[src/rtl/mem_req_buffer.sv]
// Decoupling buffer between the Memory151 cache/arbiter memory port and main memory.
// Optional MEM_REQ_BUF_BYPASS_EN forwards a request to an empty request queue in the same cycle.
`ifndef MEM_ADDR_BITS
`define MEM_ADDR_BITS 28
`endif
`ifndef MEM_TAG_BITS
`define MEM_TAG_BITS 5
`endif
`ifndef MEM_DATA_BITS
`define MEM_DATA_BITS 128
`endif

module mem_req_buffer #(
  parameter int unsigned REQ_DEPTH  = 4,
  parameter int unsigned DATA_DEPTH = 8,
  parameter int unsigned LINE_BEATS = 4,
  parameter int unsigned MAX_RD     = 2
) (
  input  logic                         clk,
  input  logic                         reset,
  input  logic                         s_req_valid,
  output logic                         s_req_ready,
  input  logic                         s_req_rw,
  input  logic [`MEM_ADDR_BITS-1:0]    s_req_addr,
  input  logic [`MEM_TAG_BITS-1:0]     s_req_tag,
  input  logic                         s_data_valid,
  output logic                         s_data_ready,
  input  logic [`MEM_DATA_BITS-1:0]    s_data_bits,
  input  logic [`MEM_DATA_BITS/8-1:0]  s_data_mask,
  output logic                         m_req_valid,
  input  logic                         m_req_ready,
  output logic                         m_req_rw,
  output logic [`MEM_ADDR_BITS-1:0]    m_req_addr,
  output logic [`MEM_TAG_BITS-1:0]     m_req_tag,
  output logic                         m_data_valid,
  input  logic                         m_data_ready,
  output logic [`MEM_DATA_BITS-1:0]    m_data_bits,
  output logic [`MEM_DATA_BITS/8-1:0]  m_data_mask,
  input  logic                         mem_resp_valid,
  output logic [2:0]                   rd_outstanding,
  output logic                         err_resp_underflow
);

  localparam int unsigned AW  = `MEM_ADDR_BITS;
  localparam int unsigned TW  = `MEM_TAG_BITS;
  localparam int unsigned DW  = `MEM_DATA_BITS;
  localparam int unsigned MW  = `MEM_DATA_BITS / 8;
  localparam int unsigned RAW = $clog2(REQ_DEPTH);
  localparam int unsigned RCW = RAW + 1;
  localparam int unsigned DAW = $clog2(DATA_DEPTH);
  localparam int unsigned DCW = DAW + 1;
  localparam int unsigned CW  = $clog2(REQ_DEPTH * LINE_BEATS) + 1;

  typedef struct packed {
    logic          rw;
    logic [AW-1:0] addr;
    logic [TW-1:0] tag;
  } req_t;

  typedef struct packed {
    logic [DW-1:0] bits;
    logic [MW-1:0] mask;
  } beat_t;

  // ---------------- request FIFO ----------------
  req_t             r_req_mem [REQ_DEPTH];
  logic [RAW-1:0]   r_req_wp;
  logic [RAW-1:0]   r_req_rp;
  logic [RCW-1:0]   r_req_cnt;
  logic             r_req_rdy;
  logic [RCW-1:0]   w_req_cnt_nxt;
  logic             w_req_push;
  logic             w_req_pop;
  logic             w_req_empty;
  logic             w_byp;
  logic             w_rd_ok;
  logic             w_mreq_hs;
  req_t             w_req_in;
  req_t             w_req_head;
  req_t             w_req_out;

  // ---------------- data FIFO ----------------
  beat_t            r_dat_mem [DATA_DEPTH];
  logic [DAW-1:0]   r_dat_wp;
  logic [DAW-1:0]   r_dat_rp;
  logic [DCW-1:0]   r_dat_cnt;
  logic             r_dat_rdy;
  logic [DCW-1:0]   w_dat_cnt_nxt;
  logic             w_dat_push;
  logic             w_dat_pop;
  beat_t            w_dat_in;
  beat_t            w_dat_head;

  // ---------------- accounting ----------------
  logic [CW-1:0]    r_wr_credit;
  logic [CW-1:0]    w_wr_credit_nxt;
  logic [2:0]       r_rd_out;
  logic [2:0]       w_rd_out_nxt;
  logic [1:0]       r_beat;
  logic [1:0]       w_beat_nxt;
  logic             r_err;
  logic             w_wr_issue;
  logic             w_rd_issue;
  logic             w_resp_ok;
  logic             w_underflow;
  logic             w_last_beat;

  assign w_req_in    = '{rw: s_req_rw, addr: s_req_addr, tag: s_req_tag};
  assign w_req_head  = r_req_mem[r_req_rp];
  assign w_req_empty = (r_req_cnt == '0);
  assign w_rd_ok     = (r_rd_out < 3'(MAX_RD));

`ifdef MEM_REQ_BUF_BYPASS_EN
  // Empty queue and ready sink: hand the upstream request straight through.
  assign w_byp     = w_req_empty && m_req_ready && s_req_valid && r_req_rdy &&
                     (s_req_rw || w_rd_ok);
  assign w_req_out = w_req_empty ? w_req_in : w_req_head;
  assign m_req_valid = w_req_empty ? w_byp : (w_req_head.rw || w_rd_ok);
`else
  assign w_byp       = 1'b0;
  assign w_req_out   = w_req_head;
  assign m_req_valid = !w_req_empty && (w_req_head.rw || w_rd_ok);
`endif

  assign m_req_rw    = w_req_out.rw;
  assign m_req_addr  = w_req_out.addr;
  assign m_req_tag   = w_req_out.tag;
  assign s_req_ready = r_req_rdy;

  assign w_mreq_hs  = m_req_valid && m_req_ready;
  assign w_req_push = s_req_valid && r_req_rdy && !w_byp;
  assign w_req_pop  = w_mreq_hs && !w_byp;

  always_comb begin
    w_req_cnt_nxt = r_req_cnt;
    case ({w_req_push, w_req_pop})
      2'b10:   w_req_cnt_nxt = r_req_cnt + RCW'(1);
      2'b01:   w_req_cnt_nxt = r_req_cnt - RCW'(1);
      default: w_req_cnt_nxt = r_req_cnt;
    endcase
  end

  // Ready is registered from next occupancy, so it never sees same-cycle pops.
  always_ff @(posedge clk) begin
    if (!reset) begin
      r_req_wp  <= '0;
      r_req_rp  <= '0;
      r_req_cnt <= '0;
      r_req_rdy <= 1'b0;
    end else begin
      if (w_req_push) r_req_wp <= r_req_wp + RAW'(1);
      if (w_req_pop)  r_req_rp <= r_req_rp + RAW'(1);
      r_req_cnt <= w_req_cnt_nxt;
      r_req_rdy <= (w_req_cnt_nxt != RCW'(REQ_DEPTH));
    end
  end

  always_ff @(posedge clk) begin
    if (w_req_push) r_req_mem[r_req_wp] <= w_req_in;
  end

  // ---------------- data FIFO ----------------
  assign w_dat_in     = '{bits: s_data_bits, mask: s_data_mask};
  assign w_dat_head   = r_dat_mem[r_dat_rp];
  assign s_data_ready = r_dat_rdy;
  assign m_data_valid = (r_dat_cnt != '0) && (r_wr_credit != '0);
  assign m_data_bits  = w_dat_head.bits;
  assign m_data_mask  = w_dat_head.mask;
  assign w_dat_push   = s_data_valid && r_dat_rdy;
  assign w_dat_pop    = m_data_valid && m_data_ready;

  always_comb begin
    w_dat_cnt_nxt = r_dat_cnt;
    case ({w_dat_push, w_dat_pop})
      2'b10:   w_dat_cnt_nxt = r_dat_cnt + DCW'(1);
      2'b01:   w_dat_cnt_nxt = r_dat_cnt - DCW'(1);
      default: w_dat_cnt_nxt = r_dat_cnt;
    endcase
  end

  always_ff @(posedge clk) begin
    if (!reset) begin
      r_dat_wp  <= '0;
      r_dat_rp  <= '0;
      r_dat_cnt <= '0;
      r_dat_rdy <= 1'b0;
    end else begin
      if (w_dat_push) r_dat_wp <= r_dat_wp + DAW'(1);
      if (w_dat_pop)  r_dat_rp <= r_dat_rp + DAW'(1);
      r_dat_cnt <= w_dat_cnt_nxt;
      r_dat_rdy <= (w_dat_cnt_nxt != DCW'(DATA_DEPTH));
    end
  end

  always_ff @(posedge clk) begin
    if (w_dat_push) r_dat_mem[r_dat_wp] <= w_dat_in;
  end

  // ---------------- write credit: data only flows behind an issued write ----------------
  assign w_wr_issue = w_mreq_hs && m_req_rw;

  always_comb begin
    w_wr_credit_nxt = r_wr_credit;
    case ({w_wr_issue, w_dat_pop})
      2'b10:   w_wr_credit_nxt = r_wr_credit + CW'(LINE_BEATS);
      2'b01:   w_wr_credit_nxt = r_wr_credit - CW'(1);
      2'b11:   w_wr_credit_nxt = r_wr_credit + CW'(LINE_BEATS - 1);
      default: w_wr_credit_nxt = r_wr_credit;
    endcase
  end

  // ---------------- read accounting ----------------
  assign w_rd_issue  = w_mreq_hs && !m_req_rw;
  assign w_underflow = mem_resp_valid && (r_rd_out == 3'd0) && (r_beat == 2'd0);
  assign w_resp_ok   = mem_resp_valid && !w_underflow;
  assign w_last_beat = w_resp_ok && (r_beat == 2'(LINE_BEATS - 1));

  always_comb begin
    w_beat_nxt   = r_beat;
    w_rd_out_nxt = r_rd_out;
    if (w_resp_ok) w_beat_nxt = w_last_beat ? 2'd0 : r_beat + 2'd1;
    case ({w_rd_issue, w_last_beat})
      2'b10:   w_rd_out_nxt = r_rd_out + 3'd1;
      2'b01:   w_rd_out_nxt = r_rd_out - 3'd1;
      default: w_rd_out_nxt = r_rd_out;
    endcase
  end

  always_ff @(posedge clk) begin
    if (!reset) begin
      r_wr_credit <= '0;
      r_rd_out    <= 3'd0;
      r_beat      <= 2'd0;
      r_err       <= 1'b0;
    end else begin
      r_wr_credit <= w_wr_credit_nxt;
      r_rd_out    <= w_rd_out_nxt;
      r_beat      <= w_beat_nxt;
      if (w_underflow) r_err <= 1'b1;
    end
  end

  assign rd_outstanding     = r_rd_out;
  assign err_resp_underflow = r_err;

endmodule

[config.mk]
export PLATFORM = sky130hd
export DESIGN_NAME = mem_req_buffer
export DESIGN_NICKNAME = d
export VERILOG_FILES = /design/src/rtl/mem_req_buffer.sv
export SDC_FILE = /design/constraint.sdc
export NUM_CORES = 1
export LEC_CHECK = 0
export ABC_AREA = 1
export ABC_CLOCK_PERIOD_IN_PS = 8700
export BUFFER_PORTS_ARGS = -buffer_cell sky130_fd_sc_hd__buf_4
export CAP_MARGIN = 20
export CORE_MARGIN = 2
export CORE_UTILIZATION = 54
export DETAILED_ROUTE_END_ITERATION = 10
export MAX_ROUTING_LAYER = met4
export PLACE_DENSITY = 0.76
export SLEW_MARGIN = 20
export SYNTH_ARGS = -nofsm -noshare
export SYNTH_HDL_FRONTEND = slang
export SYNTH_SLANG_ARGS = --single-unit
[constraint.sdc]
create_clock -name clk -period 8.7 [get_ports clk]
set_input_delay 1.74 -clock clk [delete_from_list [all_inputs] [get_ports clk]]
set_output_delay 1.74 -clock clk [all_outputs]
set_load 0.01 [all_outputs]
=== Yosys cells after proc, flatten, opt, wreduce, memory -nomap -nowiden ===
Memory sizes are Yosys's and may differ from the RTL's. A register that Yosys moved wholly into a read port is not among the register bits.
Index checks and enable logic that the tools add are counted.

* Register bits: 30
* Memory bits (writable): 1288
* Bits of input ports: 185
* Output and inout bits: 186
* Word-level logic and storage cells: 77
* Memories kept: 2

* Add/sub/neg operators: 14
* $lt $le $gt $ge: 1
* Eq/ne operators: 12
* Multiplexer cells: 13
* Reductions and logical operators: 23

{| class="wikitable"
|+ Memories
! name !! words !! bits a word !! read ports !! clocked after memory_dff !! write ports !! line !! source
|-
| r_dat_mem || 8 || 144 || 1 || 1 || 1 || 83 || <nowiki>beat_t r_dat_mem [DATA_DEPTH];</nowiki>
|-
| r_req_mem || 4 || 34 || 1 || 1 || 1 || 66 || <nowiki>req_t r_req_mem [REQ_DEPTH];</nowiki>
|}

{| class="wikitable"
|+ Operators by type and width
! kind !! number
|-
| one-hot mux 5 bit (3 select lines) || 1
|-
| adder 3 x 1 -> 3 bit, second input constant || 4
|-
| equality test 2 bit, second input constant || 6
|-
| logical AND 1 bit || 12
|-
| one-hot mux 3 bit (2 select lines) || 2
|-
| equality test 2 x 1 -> 1 bit, second input constant || 4
|-
| one-hot mux 4 bit (2 select lines) || 1
|-
| adder 2 x 1 -> 2 bit, second input constant || 3
|-
| zero test 3 bit || 2
|-
| two-way mux 2 bit || 3
|-
| two-way mux 3 bit || 2
|-
| subtractor 3 x 1 -> 3 bit, second input constant || 2
|-
| adder 5 x 2 -> 5 bit, second input constant || 1
|-
| adder 5 x 3 -> 5 bit, second input constant || 1
|-
| nonzero test 5 bit || 1
|-
| subtractor 5 x 1 -> 5 bit, second input constant || 1
|-
| adder 4 x 1 -> 4 bit, second input constant || 1
|-
| two-way mux 1 bit || 4
|-
| != test 4 bit, second input constant || 1
|-
| nonzero test 4 bit || 1
|-
| subtractor 4 x 1 -> 4 bit, second input constant || 1
|-
| zero test 1 bit || 3
|-
| < comparator 3 x 2 -> 1 bit, second input constant || 1
|-
| != test 3 bit, second input constant || 1
|-
| other kinds (4) || 4
|}

=== Longest topological paths before layout ===
Gate-level depths: netlist of run 1.

* Depth in word-level cells: 8
* Gate-level depth with buffers: 18
* Depth with buffers taken out: 18

=== Worst setup path after synthesis of run 1 ===
No wires, ideal clock.

* Kind: input to register
* Start point: input port s_data_valid
* End point: memory r_dat_mem[0][0] in the netlist's numbering (enable)
* Setup time: 649 ps
* Arrival time: 8038 ps
* Data required time: 8051 ps
* Setup slack: 12 ps
* Stages on the path: 4
* Path buffers: 0
* Path through: nand2_1 -> inv_1 -> nand2_1 -> nor2_1

* Longest elaborated chain between the ends: 3

{| class="wikitable"
|+ RTL lines
! what !! line !! source
|-
| start, declared || 26 || <nowiki>input logic s_data_valid,</nowiki>
|-
| logical AND 1 bit || 169 || <nowiki>assign w_dat_push = s_data_valid && r_dat_rdy;</nowiki>
|-
| two-way mux 1 bit || 196 || <nowiki>if (w_dat_push) r_dat_mem[r_dat_wp] <= w_dat_in;</nowiki>
|-
| two-way mux 1 bit (not written as such) || 196 ||
|-
| end, declared || 83 ||
|}

Every way passes these cells.

==> results of run 1 <==
## placed cells by master, fill, tap and decap left out, drive strengths merged
cell | Yosys | final
a31oi | 145 | 145
nand4 | 2 | 2
clkbuf | 144 | 167
buf | 101 | 407
ha | 19 | 19
a21oi | 26 | 26
o211ai | 1 | 1
nand3 | 11 | 11
inv | 50 | 61
o22ai | 177 | 177
nor3 | 3 | 3
fa | 3 | 3
xnor2 | 5 | 5
nor2 | 1104 | 1104
clkinvlp | 0 | 4
nand2 | 46 | 46
xor2 | 4 | 4
o21ai | 660 | 660
edfxtp | 1288 | 1288
dfxtp | 35 | 35
diode | 0 | 13
nand3b | 1 | 1
bufinv | 0 | 6
a211oi | 2 | 2
clkinv | 0 | 50
## registers in the layout, indices dropped and copies added (netlist names), named ones only
register and count:
r_req_mem 136, r_wr_credit 5, r_req_wp 2, r_dat_mem 1152, err_resp_underflow 1, r_dat_rp 3, s_req_ready 1, r_dat_wp 3
r_beat 2, s_data_ready 1, rd_outstanding 3, r_req_cnt 3, r_dat_cnt 4, r_req_rp 2
## cell families (layout without fill, tap and decap cells)
kind of cell / Yosys count / count (layout) / share of synthesized area
DFF: 1323 / 1323 / 0.774
and+or+nand+nor: 1167 / 1167 / 0.0866
AOI/OAI and AO/OA: 1011 / 1011 / 0.107
buffers and inverters: 295 / 695 / 0.0248
adders and majority gates: 22 / 22 / 0.00585
xor gates and xnor gates: 9 / 9 / 0.00155
other: 0 / 13 / 0
## through the flow
step / power [mW] / setup slack, ns / cells
detailed placement: 11.7 / 3.24 / 5243
global placement: 11.6 / 3.26 / 5242
floorplan: 10.2 / 0.0122 / 3827
CTS: 17.1 / 2.42 / 5481
global route: 17.8 / 2.21 / 5493
finish: 17.0 / 2.50 / 5494
## worst max-delay path, delay by kind of cell (launching register included)
kind	cells	cell delay, ns
AO/OA/AOI/OAI	3	0.74
flip-flops	1	0.96
AND/OR/NAND/NOR	1	0.06
buffers and inverters	3	1.76
## path summary, 6_finish.rpt
| check | startpoint | end | slack (ns) | cells after the start |
|---|---|---|---|---|
| setup / recovery | flip-flop | m_data_bits[37] | 2.50 | 7 |
| hold / removal | r_dat_rp[2]$_SDFFE_PN0P_ | r_dat_rp[2]$_SDFFE_PN0P_ | 0.44 | 1 |
| setup reg to reg | flip-flop | s_req_ready$_SDFF_PN0_ | 5.28 | 16 |
| hold reg to reg | r_dat_rp[2]$_SDFFE_PN0P_ | r_dat_rp[2]$_SDFFE_PN0P_ | 0.44 | 1 |
## per-layer routing
metal / global-route usage / wire (um)
met2: 0.394 / 57600
met1: 0.296 / 45200
met4: 0.0804 / 2670
met3: 0.0525 / 8720
met5: - / 0
## cell type report
class,instances,area [um2]
antenna,13,32.5
clock buffer,167,3560
clock inverter,71,624
fill,6718,34400
inverter,50,219
multi-input combinational,2209,10300
sequential,1323,39400
tap,1254,1570
timing repair buffer,407,3210
## where the power goes
part           internal [mW]  switching (mW)
combinational           1.42            2.60
clock                   3.11            2.35
sequential              7.38           0.151
==> flow_summary.ini, run 1 <==
[detailed_routing]
drc = 0
antenna_left = 0
wl_per_cell_um = 20.8
num_vias = 31300
drt-initial-drc-count = 3114
drt_first_pass_iters = 5
via_per_inst = 5.70
drt-total-wl_um = 114000

[worst_setup_path]
cp_cell_sequence = buf_12, buf_4, o21ai_0, o22ai_1, nor2_1, a31oi_1, buf_4
cp_slowest_cell = dfxtp_4
startpoint_type = flip-flop
slowest_delay_ns = 0.96
crit_top_cell = buf_4
required_ns = 6.96
worstSetupPathType = flip-flop to output pin
critPathArrivalTime_ns = 4.46
crit_fanout = 202
end_kind = output pin

[yosys]
synth_edf_count = 1288
synth_most_common_cell = edfxtp_1
yosys.area.top_type_share = 0.760
ys_warn_count = 0
synth_cell_type_count = 27
syn-num-nets = 4034
synthCells = 3827
yosys-top-cells-area = edfxtp_1 76%, nor2_1 8.1%, o21ai_0 6.1%
async_flop_share = 0
dominantRegCellSynth = edfxtp_1
ys_seq_area_frac = 0.774
netlist_area_um2 = 50900
yosys.area.top_type = edfxtp_1
synth_common_cells = 1,288 x edfxtp_1, 1,104 x nor2_1, 622 x o21ai_0
avgSynthCellArea_um2 = 13.3
synth.ff_latch_count = 1323

[grt]
grt_usage = 0.239
grt_pass1_wl_um = 173000
grt_pass1_vias = 30200
grt_max_degree = 288
antenna_found_initial = 12
grt-ovfl-total = 0

[job]
maxCapViolations = 0

[clock_network]
htreeDepth = 4
cts_tree = built
post_cts_resized = 0
post_cts_buffers = 0
postCtsHoldBufs = 0
clock_path_buffers = 3
clk_latency_ns = 0.73
cts_buffers = 136
path_clk_slew_ns = 0.06
cts-root-buf = clkbuf_16
cts_sinks = 1323

[hold_path]
hp-class = flip-flop to flip-flop

[sta]
whs_ns = 0.443
setup_viol = 0
max_slew_margin = 0.225
fin_crit_sh = 0.713
fin_skew_ns = 0.0141
hold_viol = 0
fmax_ghz = 0.161
fin_crit_ns = 6.20
slew_violations = 0
grt_setup_unrepaired = false
tightest_slew_ns = 1.16
setup_tns_ns = 0

[placement]
place.gp.congestion = 0.764
post_dp_cell_area_um2 = 54700
io_buffers = 370
place_hpwl_um = 56100

[pwr]
powerDensity_nw_per_um2 = 289
irDropWorstVdd_mv = 0.234
leakage_nw = 20.0

[cells_and_area]
final_area_um2 = 58900
area_delta_synth_final_pct = 15.8
nets = 4334
drive_above_1_share = 0.144
utilization = 0.631

[floorplan]
core-area_um2 = 93300
row_count = 112
die_x_um = 311
io_pins = 371
start_util = 0.545
die_h_um = 311
die_area_um2 = 96700

[outcome]
status = complete, no violations
Power figures use the tool's default switching activity.
==> inputs of run 2 (changes only) <==
--- a/config.mk
+++ b/config.mk
@@ -6,14 +6,14 @@
 export NUM_CORES = 1
 export LEC_CHECK = 0
 export ABC_AREA = 1
-export ABC_CLOCK_PERIOD_IN_PS = 8700
+export ABC_CLOCK_PERIOD_IN_PS = 6300
 export BUFFER_PORTS_ARGS = -buffer_cell sky130_fd_sc_hd__buf_4
 export CAP_MARGIN = 20
 export CORE_MARGIN = 2
-export CORE_UTILIZATION = 54
+export CORE_UTILIZATION = 60
 export DETAILED_ROUTE_END_ITERATION = 10
 export MAX_ROUTING_LAYER = met4
-export PLACE_DENSITY = 0.76
+export PLACE_DENSITY = 0.79
 export SLEW_MARGIN = 20
 export SYNTH_ARGS = -nofsm -noshare
 export SYNTH_HDL_FRONTEND = slang
==> constraint.sdc (replaced) <==
create_clock -name clk -period 6.3 [get_ports clk]
set_input_delay 1.26 -clock clk [delete_from_list [all_inputs] [get_ports clk]]
set_output_delay 1.26 -clock clk [all_outputs]
set_load 0.01 [all_outputs]
==> flow_summary.ini, run 2 (synthesized netlist as in run 1, its figures left out) <==
[pwr]
powerDensity_nw_per_um2 = 401
power.total_mw = 23.6
seqPwrFrac = 0.440
p_int_mw = 16.5
switching_share = 0.301
pwr-share-comb = 0.240
irDropWorstVdd_mv = 0.539
leakage_nw = 20.1
switchingPower_mw = 7.11
power.share.clock = 0.320

[floorplan]
start_util = 0.607
row_count = 106
die_h_um = 295
core-area_um2 = 83800
die_area_um2 = 87200
io_pins = 371
die_x_um = 295

[sta]
setup_viol = 0
max_slew_margin = 0.248
fmax_ghz = 0.202
whs_ns = 0.418
fin_crit_ns = 4.94
slew_violations = 0
fin_crit_sh = 0.784
setup_slack_ns = 1.36
grt_setup_unrepaired = false
tightest_slew_ns = 1.13
hold_viol = 0
fin_skew_ns = 0.0314

[worst_setup_path]
required_ns = 5.04
critPathArrivalTime_ns = 3.68
regToRegEndpoint = r_wr_credit[4]$_SDFFE_PN0P_
end_kind = output pin
rrSetupSlack_ns = 3.05
reg2reg_depth = 18
crit_fanout = 234
worstSetupPathType = flip-flop to output pin
startpoint_type = flip-flop

[detailed_routing]
drt_first_pass_iters = 5
wl_per_cell_um = 21.3
via_per_inst = 5.93
drt-total-wl_um = 115000
drc = 0
num_vias = 31900
drt-initial-drc-count = 3439
antenna_left = 0

[cells_and_area]
top_register = r_dat_mem
fillers = 5329
regArea_um2 = 39400
layout_common_cells = 1,288 x edfxtp_1, 1,092 x nor2_1, 622 x o21ai_0, 398 x buf_4, 177 x o22ai_1
drive_above_1_share = 0.146
largest_reg_flops = 1152
nets = 4339
area_delta_synth_final_pct = 15.8
final_common_cell = edfxtp_1
multi_input_area_um2 = 10300
largest_registers = r_dat_mem (1152), r_req_mem (136), r_wr_credit (5)
fin_cells = 5383

[clock_network]
cts_tree = built
path_clk_slew_ns = 0.06
post_cts_resized = 0
cts_sinks = 1323
post_cts_buffers = 0
postCtsHoldBufs = 0
cts_buffers = 132
clock_path_buffers = 3
clk_latency_ns = 0.71
htreeDepth = 4
cts-root-buf = clkbuf_16

[grt]
grt_max_degree = 235
grt_pass1_wl_um = 175000
antenna_found_initial = 11
grt-ovfl-total = 0
grt_pass1_vias = 31100
grt_usage = 0.269

[placement]
place.gp.congestion = 0.809
place_ws_ns = 2.20
dp_cells = 5131
io_buffers = 370
place_hpwl_um = 58400

[hold_path]
hp-class = flip-flop to flip-flop
min_path_cells = 1
hold_start = r_dat_rp[2]$_SDFFE_PN0P_

[job]
maxCapViolations = 0

[outcome]
status = complete, no violations
## run 2: power groups by stage
| stage | logic, mW | registers [mW] | clock network (mW) |
|---|---|---|---|
| after floorplan | 3.45 | 10.6 | 0 |
| final | 5.67 | 10.4 | 7.55 |
| after detailed placement | 5.61 | 10.6 | 0 |
| after global routing | 6.23 | 10.4 | 7.99 |
| after global placement | 5.48 | 10.6 | 0 |
| after CTS | 5.65 | 10.4 | 7.65 |
## run 2: area by class of cell
cell class              instances  area share
diodes                         15    0.000637
clock buffers                 171      0.0597
clock inverters                65      0.0117
inverters                      50     0.00371
multi-input cells            2209       0.175
flip-flops and latches       1323       0.668
well taps                    1134      0.0241
repair buffers                416      0.0569
## run 2: through the flow
step | setup TNS, ns | instance area [um2] | utilization
2_1_floorplan | -1098.89 | 50900 | -
3_3_place_gp | 0 | 54700 | 0.652
3_5_place_dp | 0 | 54700 | 0.652
4_1_cts | 0 | 58900 | 0.702
5_1_grt | 0 | 58900 | 0.703
6_report | 0 | 58900 | 0.703
## run 2: how the worst max path moves through the flow
stage,cells after the start,slack (ns),to
after floorplan,4,-1.91,r_dat_mem[0][0]$_DFFE_PP_
after global placement,6,2.22,m_data_bits[110]
after detailed placement,7,2.20,m_data_bits[26]
after CTS,6,1.43,m_data_bits[110]
after global routing,7,1.18,m_data_bits[26]
final,7,1.36,m_data_bits[26]
## run 2: critical path, stage by stage, from the launching register on
cell and delay, ns:
dfxtp_4 0.59, inv_16 0.53, buf_4 0.61, o21ai_0 0.15, o22ai_1 0.14, nor2_1 0.06, a31oi_1 0.33, buf_4 0.19
## run 2: per-layer routing
layer | GRT usage | up-vias | share of wire
li1 | - | 14700 | -
met1 | 0.342 | 15600 | 0.39
met2 | 0.428 | 1455 | 0.50
met3 | 0.0555 | 239 | 0.087
met4 | 0.110 | 0 | 0.031
met5 | - | - | 0
